### config.mk
export PLATFORM = sky130hd
export DESIGN_NAME = multicycle_sequencer
export DESIGN_NICKNAME = d
export VERILOG_FILES = /design/src/rtl/multicycle_sequencer.sv
export SDC_FILE = /design/constraint.sdc
export NUM_CORES = 1
export LEC_CHECK = 0
export CORE_MARGIN = 3
export CORE_UTILIZATION = 43
export CTS_CLUSTER_DIAMETER = 50
export DETAILED_ROUTE_END_ITERATION = 16
export GPL_TIMING_DRIVEN = 0
export PLACE_DENSITY_LB_ADDON = 0.12
export RECOVER_POWER = 50
export SLEW_MARGIN = 20
export SYNTH_ARGS = -nofsm -noshare
export SYNTH_HDL_FRONTEND = slang
export SYNTH_SLANG_ARGS = --single-unit
### constraint.sdc
create_clock -name CLK -period 2.3 [get_ports CLK]
set_input_delay 0.575 -clock CLK [delete_from_list [all_inputs] [get_ports CLK]]
set_output_delay 0.575 -clock CLK [all_outputs]
set_load 0.01 [all_outputs]
### src/rtl/multicycle_sequencer.sv
// Multicycle phase controller: steps each instruction through FETCH/DECODE/EXEC/MEM/WB
// and gates the raw decoder enables so each one fires only in its own phase.
module multicycle_sequencer #(
    parameter int          TIMEOUT   = 16,
    parameter int          CNT_WIDTH = 16,
    parameter logic [4:0]  HALT_OP   = 5'b11111
) (
    input  logic                 CLK,
    input  logic                 Reset,
    input  logic [4:0]           OPCODE,
    input  logic                 MemRead_d,
    input  logic                 MemWrite_d,
    input  logic                 RegWrite_d,
    input  logic                 MaryWrite_d,
    input  logic                 ShelleyWrite_d,
    input  logic                 CompWrite_d,
    input  logic                 RAWrite_d,
    input  logic                 PCWrite_d,
    input  logic                 SPWrite_d,
    input  logic                 mem_ready,
    output logic                 InstrFetch,
    output logic                 MemRead,
    output logic                 MemWrite,
    output logic                 IRWrite,
    output logic                 PCIncr,
    output logic                 CompWrite,
    output logic                 RAWrite,
    output logic                 PCWrite,
    output logic                 SPWrite,
    output logic                 RegWrite,
    output logic                 MaryWrite,
    output logic                 ShelleyWrite,
    output logic [2:0]           state,
    output logic                 halted,
    output logic                 bus_error,
    output logic [CNT_WIDTH-1:0] instr_count
);

    localparam int WAIT_W = (TIMEOUT > 1) ? $clog2(TIMEOUT) : 1;

    typedef enum logic [2:0] {
        FETCH  = 3'd0,
        DECODE = 3'd1,
        EXEC   = 3'd2,
        MEM    = 3'd3,
        WB     = 3'd4,
        HALT   = 3'd5
    } stateT;

    stateT             cur, nxt;
    logic [WAIT_W-1:0] waitCnt;
    logic              memPhase, atLimit, anyMem, anyWb, retire, timeout;

    assign memPhase = (cur == FETCH) || (cur == MEM);
    assign atLimit  = (waitCnt == WAIT_W'(TIMEOUT - 1));
    assign anyMem   = MemRead_d | MemWrite_d;
    assign anyWb    = RegWrite_d | MaryWrite_d | ShelleyWrite_d;

    // mem_ready wins over the timeout when both land in the same cycle
    always_comb begin
        nxt     = cur;
        retire  = 1'b0;
        timeout = 1'b0;
        case (cur)
            FETCH: begin
                if (mem_ready)    nxt = DECODE;
                else if (atLimit) begin nxt = HALT; timeout = 1'b1; end
            end
            DECODE: nxt = (OPCODE == HALT_OP) ? HALT : EXEC;
            EXEC: begin
                if (anyMem)      nxt = MEM;
                else if (anyWb)  nxt = WB;
                else             begin nxt = FETCH; retire = 1'b1; end
            end
            MEM: begin
                if (mem_ready) begin
                    if (anyWb) nxt = WB;
                    else       begin nxt = FETCH; retire = 1'b1; end
                end else if (atLimit) begin
                    nxt = HALT; timeout = 1'b1;
                end
            end
            WB:      begin nxt = FETCH; retire = 1'b1; end
            HALT:    nxt = HALT;
            default: nxt = FETCH;
        endcase
    end

    always_ff @(posedge CLK) begin
        if (Reset) begin
            cur         <= FETCH;
            waitCnt     <= '0;
            bus_error   <= 1'b0;
            instr_count <= '0;
        end else begin
            cur     <= nxt;
            // counter restarts on every phase change, so each request gets a fresh budget
            waitCnt <= (memPhase && nxt == cur) ? waitCnt + 1'b1 : '0;
            if (timeout) bus_error   <= 1'b1;
            if (retire)  instr_count <= instr_count + 1'b1;
        end
    end

    always_comb begin
        InstrFetch   = 1'b0;
        MemRead      = 1'b0;
        MemWrite     = 1'b0;
        IRWrite      = 1'b0;
        PCIncr       = 1'b0;
        CompWrite    = 1'b0;
        RAWrite      = 1'b0;
        PCWrite      = 1'b0;
        SPWrite      = 1'b0;
        RegWrite     = 1'b0;
        MaryWrite    = 1'b0;
        ShelleyWrite = 1'b0;
        if (!Reset) begin
            case (cur)
                FETCH: begin
                    InstrFetch = 1'b1;
                    MemRead    = 1'b1;
                    IRWrite    = mem_ready;
                    PCIncr     = mem_ready;
                end
                EXEC: begin
                    CompWrite = CompWrite_d;
                    RAWrite   = RAWrite_d;
                    PCWrite   = PCWrite_d;
                    SPWrite   = SPWrite_d;
                end
                MEM: begin
                    MemWrite = MemWrite_d;
                    MemRead  = MemRead_d & ~MemWrite_d;
                end
                WB: begin
                    RegWrite     = RegWrite_d;
                    MaryWrite    = MaryWrite_d;
                    ShelleyWrite = ShelleyWrite_d;
                end
                default: ;
            endcase
        end
    end

    assign state  = cur;
    assign halted = (cur == HALT);

endmodule
-- After elaboration in Yosys (flattened, before gate mapping)
Cells that the tools add are included.
- bits in registers: 24
- latch bits: 0
- memory bits (writable): 0
- memory bits (read-only): 0
- input bits: 17
- output and inout bits: 33
- word-level logic and storage cells: 61
- memories: 0
- add/sub/neg operators: 2
- multipliers: 0
- div/mod/pow operators: 0
- $lt $le $gt $ge: 0
- equal/unequal tests: 8
- shift-type cells: 0
- muxes and demuxes: 36
- bitwise logic cells: 6
- reductions and logical operators: 5
- operators by type and width (cell ; count):
    1-bit 2-to-1 mux ; 27
    3-bit 2-to-1 mux ; 6
    16-bit by 1-bit adder with 16-bit output (second input constant) ; 1
    3-bit one-hot mux with 5 select lines ; 1
    3-bit by 2-bit == test with 1-bit output (second input constant) ; 2
    3-bit == test (second input constant) ; 2
    5-bit == test (second input constant) ; 1
    4-bit by 1-bit adder with 4-bit output (second input constant) ; 1
    4-bit == test (second input constant) ; 1
    2-bit OR reduction ; 2
    3-bit by 1-bit == test with 1-bit output (second input constant) ; 1
    3-bit == test ; 1
    3-bit zero test ; 1
    1-bit bitwise OR ; 3
    1-bit one-hot mux with 3 select lines ; 1
    1-bit NOT ; 2
    1-bit one-hot mux with 2 select lines ; 1
    1-bit bitwise AND ; 1
    1-bit logical AND ; 1
    1-bit logical OR ; 1

-- Longest topological paths before layout
Gate-level depths: netlist (run 1).
- depth after elaboration: 9
- mapped depth: 7
- gate-level depth less buffers: 6

-- Least setup slack after synthesis (run 1)
Ideal clock, no wire load.
- path kind: input -> output
- start point: input Reset
- end point: output PCIncr
- arrival time: 1.529 ns
- required time: 1.725 ns
- path slack: 0.196 ns
- cell stages on the path: 4
- path buffers: 2
- cell sequence: clkbuf_1 -> nor4_1 -> and2_1 -> buf_4
- word-level cells in the longest chain between the ends: 1
- ends and longest elaborated chain (item ; RTL line ; source):
    start: declaration ; 9 ; input logic Reset,
    1-bit 2-to-1 mux ; - ;
    end: declaration ; 25 ; output logic PCIncr,
Every way passes these cells.

-- Worst setup path in the final report (run 1)
- start point: register cur[1], in the netlist state[1]
- end point: output RegWrite
- word-level cells in the longest chain between the ends: 3
- ends and longest elaborated chain (item ; RTL line ; source):
    start: declaration ; 50 ; stateT cur, nxt;
    start signal: assignment ; 96 ; cur <= nxt;
    3-bit == test ; 118 ; case (cur)
    1-bit 2-to-1 mux ; 118 ;
    1-bit 2-to-1 mux ; 117 ; if (!Reset) begin
    end: declaration ; 30 ; output logic RegWrite,
Every way passes these cells.

==> results.yml, run 1 <==
die:
  core-area_mm2: 0.00283
  io_pins: 50
  dieHeight_um: 61.0
  floorplan.rows: 19
  floorplan.die_area_mm2: 0.00372
  initial_core_util: 0.460
  x_dimension_of_the_die_um: 61.0
finish:
  fraction_of_layout_cells_with_a_size_suffix_above_1: 0.162
  insertedDiodeCount: 0
  combined_area_of_the_multi_input_logic_cells_um2: 815
  most_frequent_cells_in_the_layout: "21 x dfxtp_1, 20 x nor2_1, 17 x clkdlybuf4s50_1"
  synthToLayoutAreaGrowth_pct: 54.0
  seq_area_um2: 487
  n_fill_cell: 231
  num-nets-final: 242
  mostFrequentLayoutCell: "dfxtp_1"
clocking:
  clk_root_buffer_cell: "clkbuf_4"
  clk_path_buf_depth: 2
  worstSkewPairLatency_ns: 0.32
  num_clock_sinks: 24
  clock_tree_from_tritoncts: "done"
  ctsHoldBuffers: 0
  cts-htree-levels: 1
  num_cts_buffers: 3
  path_clk_slew_ns: 0.13
critical_path:
  critPathKind: "flop to output pin"
  worstSetupEndpointType: "output pin"
  worstPathMaxFanout: 10
  critical_path.startpoint_type: "flop"
  timing.critical_path.arrival_ns: 1.64
  crit_required_ns: 1.73
synth:
  synth.avg_cell_area_um2: 7.83
  synthCells: 166
  synth_enable_flop_cells: 0
  async_flop_share: 0
  postSynthRegisterBits: 24
  post_synth_top_flop: "dfxtp_1"
  post_synth_instance_area_mm2: 0.00130
  ys.warnings.count: 0
  synth_fp_nets: 185
  synth.yosys.seq_area_share: 0.370
  post_synth_num_cell_types: 33
global_route:
  grt_start_max_net_pins: 15
  antenna_found_initial: 0
  grt_pass1_vias: 1296
  first_pass_grt_wire_length_mm: 5.61
  gr-total-overflow: 0
  global_route.usage.total: 0.198
routing:
  drt_wl_total_mm: 3.49
  via_count: 1424
  final_antenna_net_count: 0
  route.detailed.vias_per_inst: 5.63
  detailedRoute.firstIterationViolations: 37
  detail_route.first_pass.iterations: 4
  route.detailed.drc: 0
  route.detailed.wl_per_inst_um: 13.8
sta:
  worst_slew_margin_rel: 0.516
  final.period_utilization: 0.965
  report.final.slew_viol_count: 0
  grt_setup_unrepaired: "true"
  setup_viol_count_final: 0
  timing_hold_violations_final: 0
  fin_crit_ns: 2.22
  skew_ns: 0.00834
  max_clock_freq_mhz: 451
  timing.final.ws_setup_ns: 0.0811
  fin_hold_ws_ns: 0.464
  worst-slew-pin-transition_ns: 0.718
power:
  power.static_leakage_nw: 0.842
  ir_worst_vdd_v: 0.000531
  power_per_cell_area_mw_per_mm2: 482
outcome:
  status: "finished, final reports clean"
flow_run:
  max_cap_viol_count: 0
placed_design:
  count_of_buffers_from_port_buffering: 48
  place_congestion: 0.815
  half_perimeter_wire_length_of_the_detailed_placement_result_mm: 2.58
  worst_case_setup_slack_after_placement_ns: -0.404
worst_hold_path:
  worst_hold_path_type: "flop to flop"
==> timing repair <==
action | 4_1_cts | 5_1_grt
resized for setup | 43 | 14
setup endpoints to repair | 14 | 17
pin swaps | 0 | 1
cloned | 0 | 0
endpoints found under the hold margin | 0 | 0
buffers inserted | 4 | 1
==> final timing paths <==
| path | slack (ns) | from | depth (start not counted) | to |
|---|---|---|---|---|
| min reg2reg | 0.46 | waitCnt[0] | 1 | waitCnt[0] |
| min | 0.46 | waitCnt[0] | 1 | waitCnt[0] |
| max reg2reg | 0.37 | state[0] | 6 | instr_count[15] |
| max | 0.08 | state[1] | 7 | RegWrite |
==> registers in the layout (all words and copies together) (netlist names) <==
register and cells:
bus_error 1, instr_count 16, state 3, waitCnt 4
==> area by class of cell <==
cell class,instances,area share
sequential,24,0.243
clock buffer,3,0.0113
clock inverter,1,0.0150
multi-input combinational,126,0.407
buffer,10,0.0394
timing repair buffer,53,0.253
tap,31,0.0194
inverter,5,0.0125
==> Yosys cell counts, types with 3 or more instances <==
library cell	count	area [µm²]
dfxtp_1	24	480
and2_1	9	56.3
o21ai_0	13	65.1
o211ai_1	4	30.0
or3_1	9	56.3
nor3_1	4	20.0
nand3_1	5	25.0
and3_1	6	37.5
clkbuf_1	8	30.0
nand2_1	8	30.0
inv_1	5	18.8
a21oi_1	12	60.1
nand4_1	3	18.8
nor2_1	22	82.6
xor2_1	9	78.8
==> power by group <==
part | internal, mW | total [mW] | switching, mW | leakage [nW]
registers | 0.428 | 0.441 | 0.0128 | 0.195
logic | 0.109 | 0.217 | 0.109 | 0.619
clock network | 0.176 | 0.306 | 0.130 | 0.0279
total | 0.713 | 0.964 | 0.251 | 0.842
==> worst max-delay path, stage by stage, from the launching register on <==
cell and delay (ns):
dfxtp_2 0.34, clkbuf_8 0.16, nor2_4 0.10, and2_4 0.17
buf_8 0.09, nor2b_4 0.14, and2_1 0.12, clkdlybuf4s15_2 0.21
==> cells by family after synthesis <==
group,count (synthesis),share of synthesized area
buf+inv,16,0.0529
compound gates,39,0.189
flops,24,0.370
fa+ha+maj,2,0.0192
simple gates,74,0.295
xor+xnor,11,0.0741
==> per-stage QoR <==
step           cells  setup TNS [ns]  utilization  power [mW]  cell area, µm²
3_3_place_gp     245           -4.25        0.643       0.622            1820
3_5_place_dp     245           -4.69        0.643       0.628            1820
6_report         253               0        0.708       0.964            2000
5_1_grt          253         -0.0138        0.708        1.01            2000
2_1_floorplan    166               0            -       0.538            1300
4_1_cts          252         -0.0170        0.700       0.965            1980
==> metal layers <==
layer | global-route usage | vias to the layer above | wire (µm)
li1 | - | 700 | -
met1 | 0.255 | 678 | 1580
met2 | 0.333 | 42 | 1670
met3 | 0.0383 | 4 | 200
met4 | 0.0619 | 0 | 37
met5 | 0 | - | 0
Power figures use the tool's default switching activity.
==> run 2, diff against run 1 <==
--- a/config.mk
+++ b/config.mk
@@ -5,8 +5,9 @@
 export SDC_FILE = /design/constraint.sdc
 export NUM_CORES = 1
 export LEC_CHECK = 0
+export ABC_AREA = 1
 export CORE_MARGIN = 3
-export CORE_UTILIZATION = 43
+export CORE_UTILIZATION = 45
 export CTS_CLUSTER_DIAMETER = 50
 export DETAILED_ROUTE_END_ITERATION = 16
 export GPL_TIMING_DRIVEN = 0
==> results.yml, run 2 <==
synth:
  synth_enable_flop_cells: 0
  post_synth_top_flop: "dfxtp_1"
  post_synth_and_or_nand_nor_area_fraction: 0.380
  synth_fa_ha_area_frac: 0.0170
  synthCells: 228
  synth.cells.most_frequent: "57 x nand2_1, 37 x nor2_1, 25 x inv_1"
  synth_fp_nets: 247
  synth.yosys.seq_area_share: 0.327
  post_synth_num_cell_types: 27
  async_flop_share: 0
  synth.avg_cell_area_um2: 6.45
  postSynthRegisterBits: 24
  synth.mux.area_fraction: 0
  post_synth_instance_area_mm2: 0.00147
  synthXorXnorAreaFrac: 0.0595
  yosys.area.top_type: "dfxtp_1"
  synth_compound_area_frac: 0.113
  combinational_family_with_the_most_area_after_synthesis: "simple AND/OR/NAND/NOR gates"
  yosys.area.top_type_share: 0.327
  ys.warnings.count: 0
  netlist_top_cells_area: "dfxtp_1 33%, nand2_1 15%, nor2_1 9.4%, nand3_1 7.1%, inv_1 6.4%"
  synthMostInstantiatedCell: "nand2_1"
clocking:
  cts-htree-levels: 1
  clk_root_buffer_cell: "clkbuf_4"
  worstSkewPairLatency_ns: 0.31
  ctsHoldBuffers: 0
  num_cts_buffers: 3
  clk_path_buf_depth: 2
  num_clock_sinks: 24
  clock_tree_from_tritoncts: "done"
  path_clk_slew_ns: 0.13
sta:
  worst-slew-pin-transition_ns: 0.508
  max_clock_freq_mhz: 444
  fin_crit_ns: 2.25
  final.period_utilization: 0.980
  report.final.slew_viol_count: 0
  fin_hold_ws_ns: 0.465
  timing_hold_violations_final: 0
  skew_ns: 0.00195
  worst_slew_margin_rel: 0.662
  setup_viol_count_final: 0
  grt_setup_unrepaired: "false"
  timing.final.ws_setup_ns: 0.0468
power:
  power_per_cell_area_mw_per_mm2: 442
  power_frac_comb: 0.267
  ir_worst_vdd_v: 0.000323
  total_switching_power_mw: 0.282
  internal_power_mw: 0.644
  power.static_leakage_nw: 0.860
  power.share.switching: 0.305
  seq_power_share: 0.491
  clock_power_share: 0.241
critical_path:
  timing.critical_path.arrival_ns: 1.68
  critPathKind: "input port to output pin"
  critical_path.startpoint_type: "input port"
  worstSetupEndpointType: "output pin"
  crit_required_ns: 1.73
  worstPathMaxFanout: 5
finish:
  mostFrequentLayoutCell: "nand2_1"
  largest_register: "instr_count"
  fraction_of_layout_cells_with_a_size_suffix_above_1: 0.102
  postLayoutCellArea_mm2: 0.00209
  most_frequent_cells_in_the_layout: "58 x nand2_1, 35 x nor2_1, 30 x clkdlybuf4s50_1"
  num-nets-final: 304
  insertedDiodeCount: 0
  largest_register_ff_count: 16
  layout.cells.non_filler: 328
  synthToLayoutAreaGrowth_pct: 42.3
global_route:
  first_pass_grt_wire_length_mm: 6.38
  grt_pass1_vias: 1492
  grt_start_max_net_pins: 14
  gr-total-overflow: 0
  antenna_found_initial: 0
  global_route.usage.total: 0.197
die:
  io_pins: 50
  floorplan.die_area_mm2: 0.00399
  floorplan.rows: 20
  initial_core_util: 0.478
  dieHeight_um: 63.2
  core-area_mm2: 0.00308
  x_dimension_of_the_die_um: 63.2
routing:
  route.detailed.wl_per_inst_um: 11.4
  final_antenna_net_count: 0
  drt_wl_total_mm: 3.75
  route.detailed.drc: 0
  via_count: 1648
  detail_route.first_pass.iterations: 4
  route.detailed.vias_per_inst: 5.02
  detailedRoute.firstIterationViolations: 58
placed_design:
  placed_instance_area_mm2: 0.00202
  dp.cells: 321
  count_of_buffers_from_port_buffering: 49
  half_perimeter_wire_length_of_the_detailed_placement_result_mm: 2.88
  place_congestion: 0.955
  worst_case_setup_slack_after_placement_ns: -0.864
outcome:
  status: "finished, final reports clean"
flow_run:
  max_cap_viol_count: 0
worst_hold_path:
  worst_hold_path_type: "flop to flop"
-- run 2: cell count changes after synthesis, sizes merged, moves of 4 or more --
cell / previous run / this run
clkbuf: 8 / 2
nand2: 8 / 58
o21ai: 13 / 8
nor2: 22 / 37
o211ai: 4 / 0
a21oi: 12 / 19
and3: 6 / 0
or3: 9 / 0
inv: 5 / 26
and2: 9 / 0
nand3: 5 / 22
-- run 2: layout make-up --
type                            count  area, µm²
Buffer                              6       63.8
Inverter                           27        103
Fill cell                         299        983
Multi-Input combinational cell    171        848
Tap cell                           44       55.1
Clock buffer                        4       36.3
Timing Repair Buffer               52        504
Sequential cell                    24        484
-- run 2: critical path, stage by stage --
cell and delay [ns]:
dlygate4sd2_1 0.27, clkbuf_8 0.16, buf_12 0.13, nor3_4 0.17, buf_4 0.12, dlygate4sd2_1 0.25
-- run 2: worst paths after layout --
| kind | startpoint | to | slack [ns] | cells after the start |
|---|---|---|---|---|
| worst min-delay path | waitCnt[0] | waitCnt[0] | 0.47 | 1 |
| worst max register to register | state[2] | instr_count[10] | 0.42 | 10 |
| worst max-delay path | Reset | PCIncr | 0.05 | 6 |
| worst min register to register | waitCnt[0] | waitCnt[0] | 0.47 | 1 |
-- run 2: routing by layer --
metal | part of all wire | track usage
met5 | 0 | 0
met4 | 0.015 | 0.0620
met3 | 0.047 | 0.0428
met2 | 0.53 | 0.375
met1 | 0.41 | 0.212
-- run 2: cells by family (layout without fill, tap and decap cells) --
| family | count (synthesis) | in the layout |
|---|---|---|
| AO/OA/AOI/OAI | 29 | 29 |
| XOR/XNOR | 10 | 10 |
| adder cells (fa/ha/maj) | 2 | 2 |
| AND/OR/NAND/NOR | 130 | 130 |
| flip-flops | 24 | 24 |
| buffers and inverters | 33 | 89 |
-- run 2: repair_timing --
item	4_1_cts	5_1_grt
resized for setup	29	4
setup buffers	3	0
endpoints found under the hold margin	0	0
pin swaps	1	0
setup endpoints to repair	12	4
-- run 2: stage by stage --
step / utilization / TNS [ns] / total power [mW]
4_1_cts: 0.683 / 0 / 0.934
3_5_place_dp: 0.655 / -5.19 / 0.704
3_3_place_gp: 0.655 / -5.17 / 0.702
5_1_grt: 0.680 / 0 / 0.986
6_report: 0.680 / 0 / 0.926
2_1_floorplan: - / 0 / 0.593
-- run 2: power groups by stage --
stage	Sequential (mW)	Clock, mW	Combinational, mW
floorplan	0.462	0	0.131
global placement	0.461	0	0.242
detailed placement	0.461	0	0.243
CTS	0.453	0.233	0.248
global route	0.457	0.250	0.279
finish	0.455	0.224	0.248
==> run 3, diff against run 2 <==
--- a/config.mk
+++ b/config.mk
@@ -13,6 +13,7 @@
 export GPL_TIMING_DRIVEN = 0
 export PLACE_DENSITY_LB_ADDON = 0.12
 export RECOVER_POWER = 50
+export SETUP_SLACK_MARGIN = 0.02
 export SLEW_MARGIN = 20
 export SYNTH_ARGS = -nofsm -noshare
 export SYNTH_HDL_FRONTEND = slang
==> results.yml, run 3 (synthesis results as in run 2) <==
sta:
  report.final.slew_viol_count: 0
  tns_ns: 0
  final.period_utilization: 0.967
  worst-slew-pin-transition_ns: 0.508
  timing_hold_violations_final: 0
  max_clock_freq_mhz: 450
  skew_ns: 0.00275
  fin_hold_ws_ns: 0.466
  grt_setup_unrepaired: "false"
  fin_crit_ns: 2.22
  worst_slew_margin_rel: 0.662
  setup_viol_count_final: 0
outcome:
  status: "finished, final reports clean"
placed_design:
  count_of_buffers_from_port_buffering: 49
  place_congestion: 0.955
  half_perimeter_wire_length_of_the_detailed_placement_result_mm: 2.88
power:
  clock_power_share: 0.241
  power_per_cell_area_mw_per_mm2: 442
  power.static_leakage_nw: 0.853
  ir_worst_vdd_v: 0.000322
  total_power_mw: 0.929
  power.share.switching: 0.305
  internal_power_mw: 0.645
  total_switching_power_mw: 0.284
  seq_power_share: 0.490
  power_frac_comb: 0.269
clocking:
  clock_tree_from_tritoncts: "done"
  num_cts_buffers: 3
  worstSkewPairLatency_ns: 0.31
  clk_path_buf_depth: 2
  cts-htree-levels: 1
  ctsHoldBuffers: 0
  path_clk_slew_ns: 0.13
  clk_root_buffer_cell: "clkbuf_4"
  num_clock_sinks: 24
routing:
  via_count: 1645
  detailedRoute.firstIterationViolations: 65
  drt_wl_total_mm: 3.75
  route.detailed.drc: 0
  route.detailed.wl_per_inst_um: 11.4
  route.detailed.vias_per_inst: 5.02
  detail_route.first_pass.iterations: 4
  final_antenna_net_count: 0
finish:
  fraction_of_layout_cells_with_a_size_suffix_above_1: 0.102
  n_fill_cell: 296
  synthToLayoutAreaGrowth_pct: 42.8
  insertedDiodeCount: 0
  most_frequent_cells_in_the_layout: "58 x nand2_1, 35 x nor2_1, 30 x clkdlybuf4s50_1"
  largest_register_ff_count: 16
  num-nets-final: 304
  mostFrequentLayoutCell: "nand2_1"
  largest_register: "instr_count"
die:
  x_dimension_of_the_die_um: 63.2
  floorplan.die_area_mm2: 0.00399
  initial_core_util: 0.478
  io_pins: 50
  core-area_mm2: 0.00308
  floorplan.rows: 20
  dieHeight_um: 63.2
critical_path:
  cp_top_family: "buffers and inverters"
  ff2ff_setup_slack_ns: 0.46
  crit-reg2reg-launch: "state[2]"
  path_buf_inv: 5
  slowest_delay_ns: 0.27
  worstSetupEndpointType: "output pin"
  critPathKind: "input port to output pin"
  critical_path.startpoint_type: "input port"
  worst_path_most_repeated_cell: "clkbuf_8"
  timing.critical_path.arrival_ns: 1.65
  rr_worst_depth: 10
  r2r-end: "instr_count[10]"
  worstPathMaxFanout: 10
  critPathSlowestCell: "dlygate4sd2_1"
  crit_required_ns: 1.73
  crit_path_cell_trace: "dlygate4sd2_1 -> clkbuf_8 -> buf_12 -> clkbuf_8 -> nor2_1 -> clkdlybuf4s15_1"
worst_hold_path:
  worst_hold_path_type: "flop to flop"
  min_to: "waitCnt[0]"
  worstHoldPathCells: 1
  hold_path.startpoint: "waitCnt[0]"
global_route:
  first_pass_grt_wire_length_mm: 6.38
  antenna_found_initial: 0
  grt_pass1_vias: 1492
  gr-total-overflow: 0
  grt_start_max_net_pins: 14
  global_route.usage.total: 0.197
flow_run:
  max_cap_viol_count: 0
## run 3: worst max-delay path by stage
stage,endpoint,startpoint,slack [ns],depth (start not counted)
2_1_floorplan,InstrFetch,Reset,0.37,3
3_3_place_gp,InstrFetch,Reset,-0.88,5
3_5_place_dp,InstrFetch,Reset,-0.86,5
4_1_cts,PCIncr,Reset,0.05,6
5_1_grt,PCIncr,Reset,0.02,6
6_report,InstrFetch,Reset,0.08,6
## run 3: repair_timing
item,4_1_cts,5_1_grt
buffers inserted,3,0
setup endpoints to repair,12,5
gates resized for setup,29,8
pin swaps,1,0
## run 3: layout make-up
cell class / instances / area (µm²) / area share
buffer: 6 / 63.8 / 0.0304
timing repair buffer: 52 / 508 / 0.242
inverter: 27 / 105 / 0.0500
clock buffer: 4 / 36.3 / 0.0173
multi-input combinational: 171 / 848 / 0.404
tap: 44 / 55.1 / 0.0262
sequential: 24 / 484 / 0.230
## run 3: power by group through the flow
stage	Combinational, mW	Sequential, mW	Clock (mW)
2_1_floorplan	0.131	0.462	0
3_5_place_dp	0.243	0.461	0
4_1_cts	0.248	0.453	0.233
5_1_grt	0.281	0.458	0.250
6_report	0.250	0.455	0.224
3_3_place_gp	0.242	0.461	0
## run 3: routing by layer
| layer | vias up | global-route usage | wire length [µm] |
|---|---|---|---|
| met5 | - | 0 | 0 |
| met4 | 0 | 0.0620 | 57 |
| met3 | 8 | 0.0428 | 181 |
| met2 | 48 | 0.375 | 1980 |
| met1 | 745 | 0.212 | 1530 |
| li1 | 844 | - | - |
## run 3: worst reg2reg max path, cell delays in order, from the launching register on
cell and delay, ns:
dfxtp_2 0.38, inv_4 0.09, nand3_1 0.17, o21ai_0 0.21, nand2_1 0.07, nand2_1 0.07
clkbuf_1 0.41, nand3_1 0.18, nand2_1 0.09, nand2_1 0.05, nor2_1 0.07
## run 3: through the flow
stage	instance area (µm²)	util	std cells	worst slack, ns
floorplan	1470	-	228	0.373
detailed placement	2020	0.655	321	-0.864
CTS	2100	0.683	328	0.0458
global placement	2020	0.655	321	-0.876
global route	2100	0.683	328	0.0200
finish	2100	0.683	328	0.0762
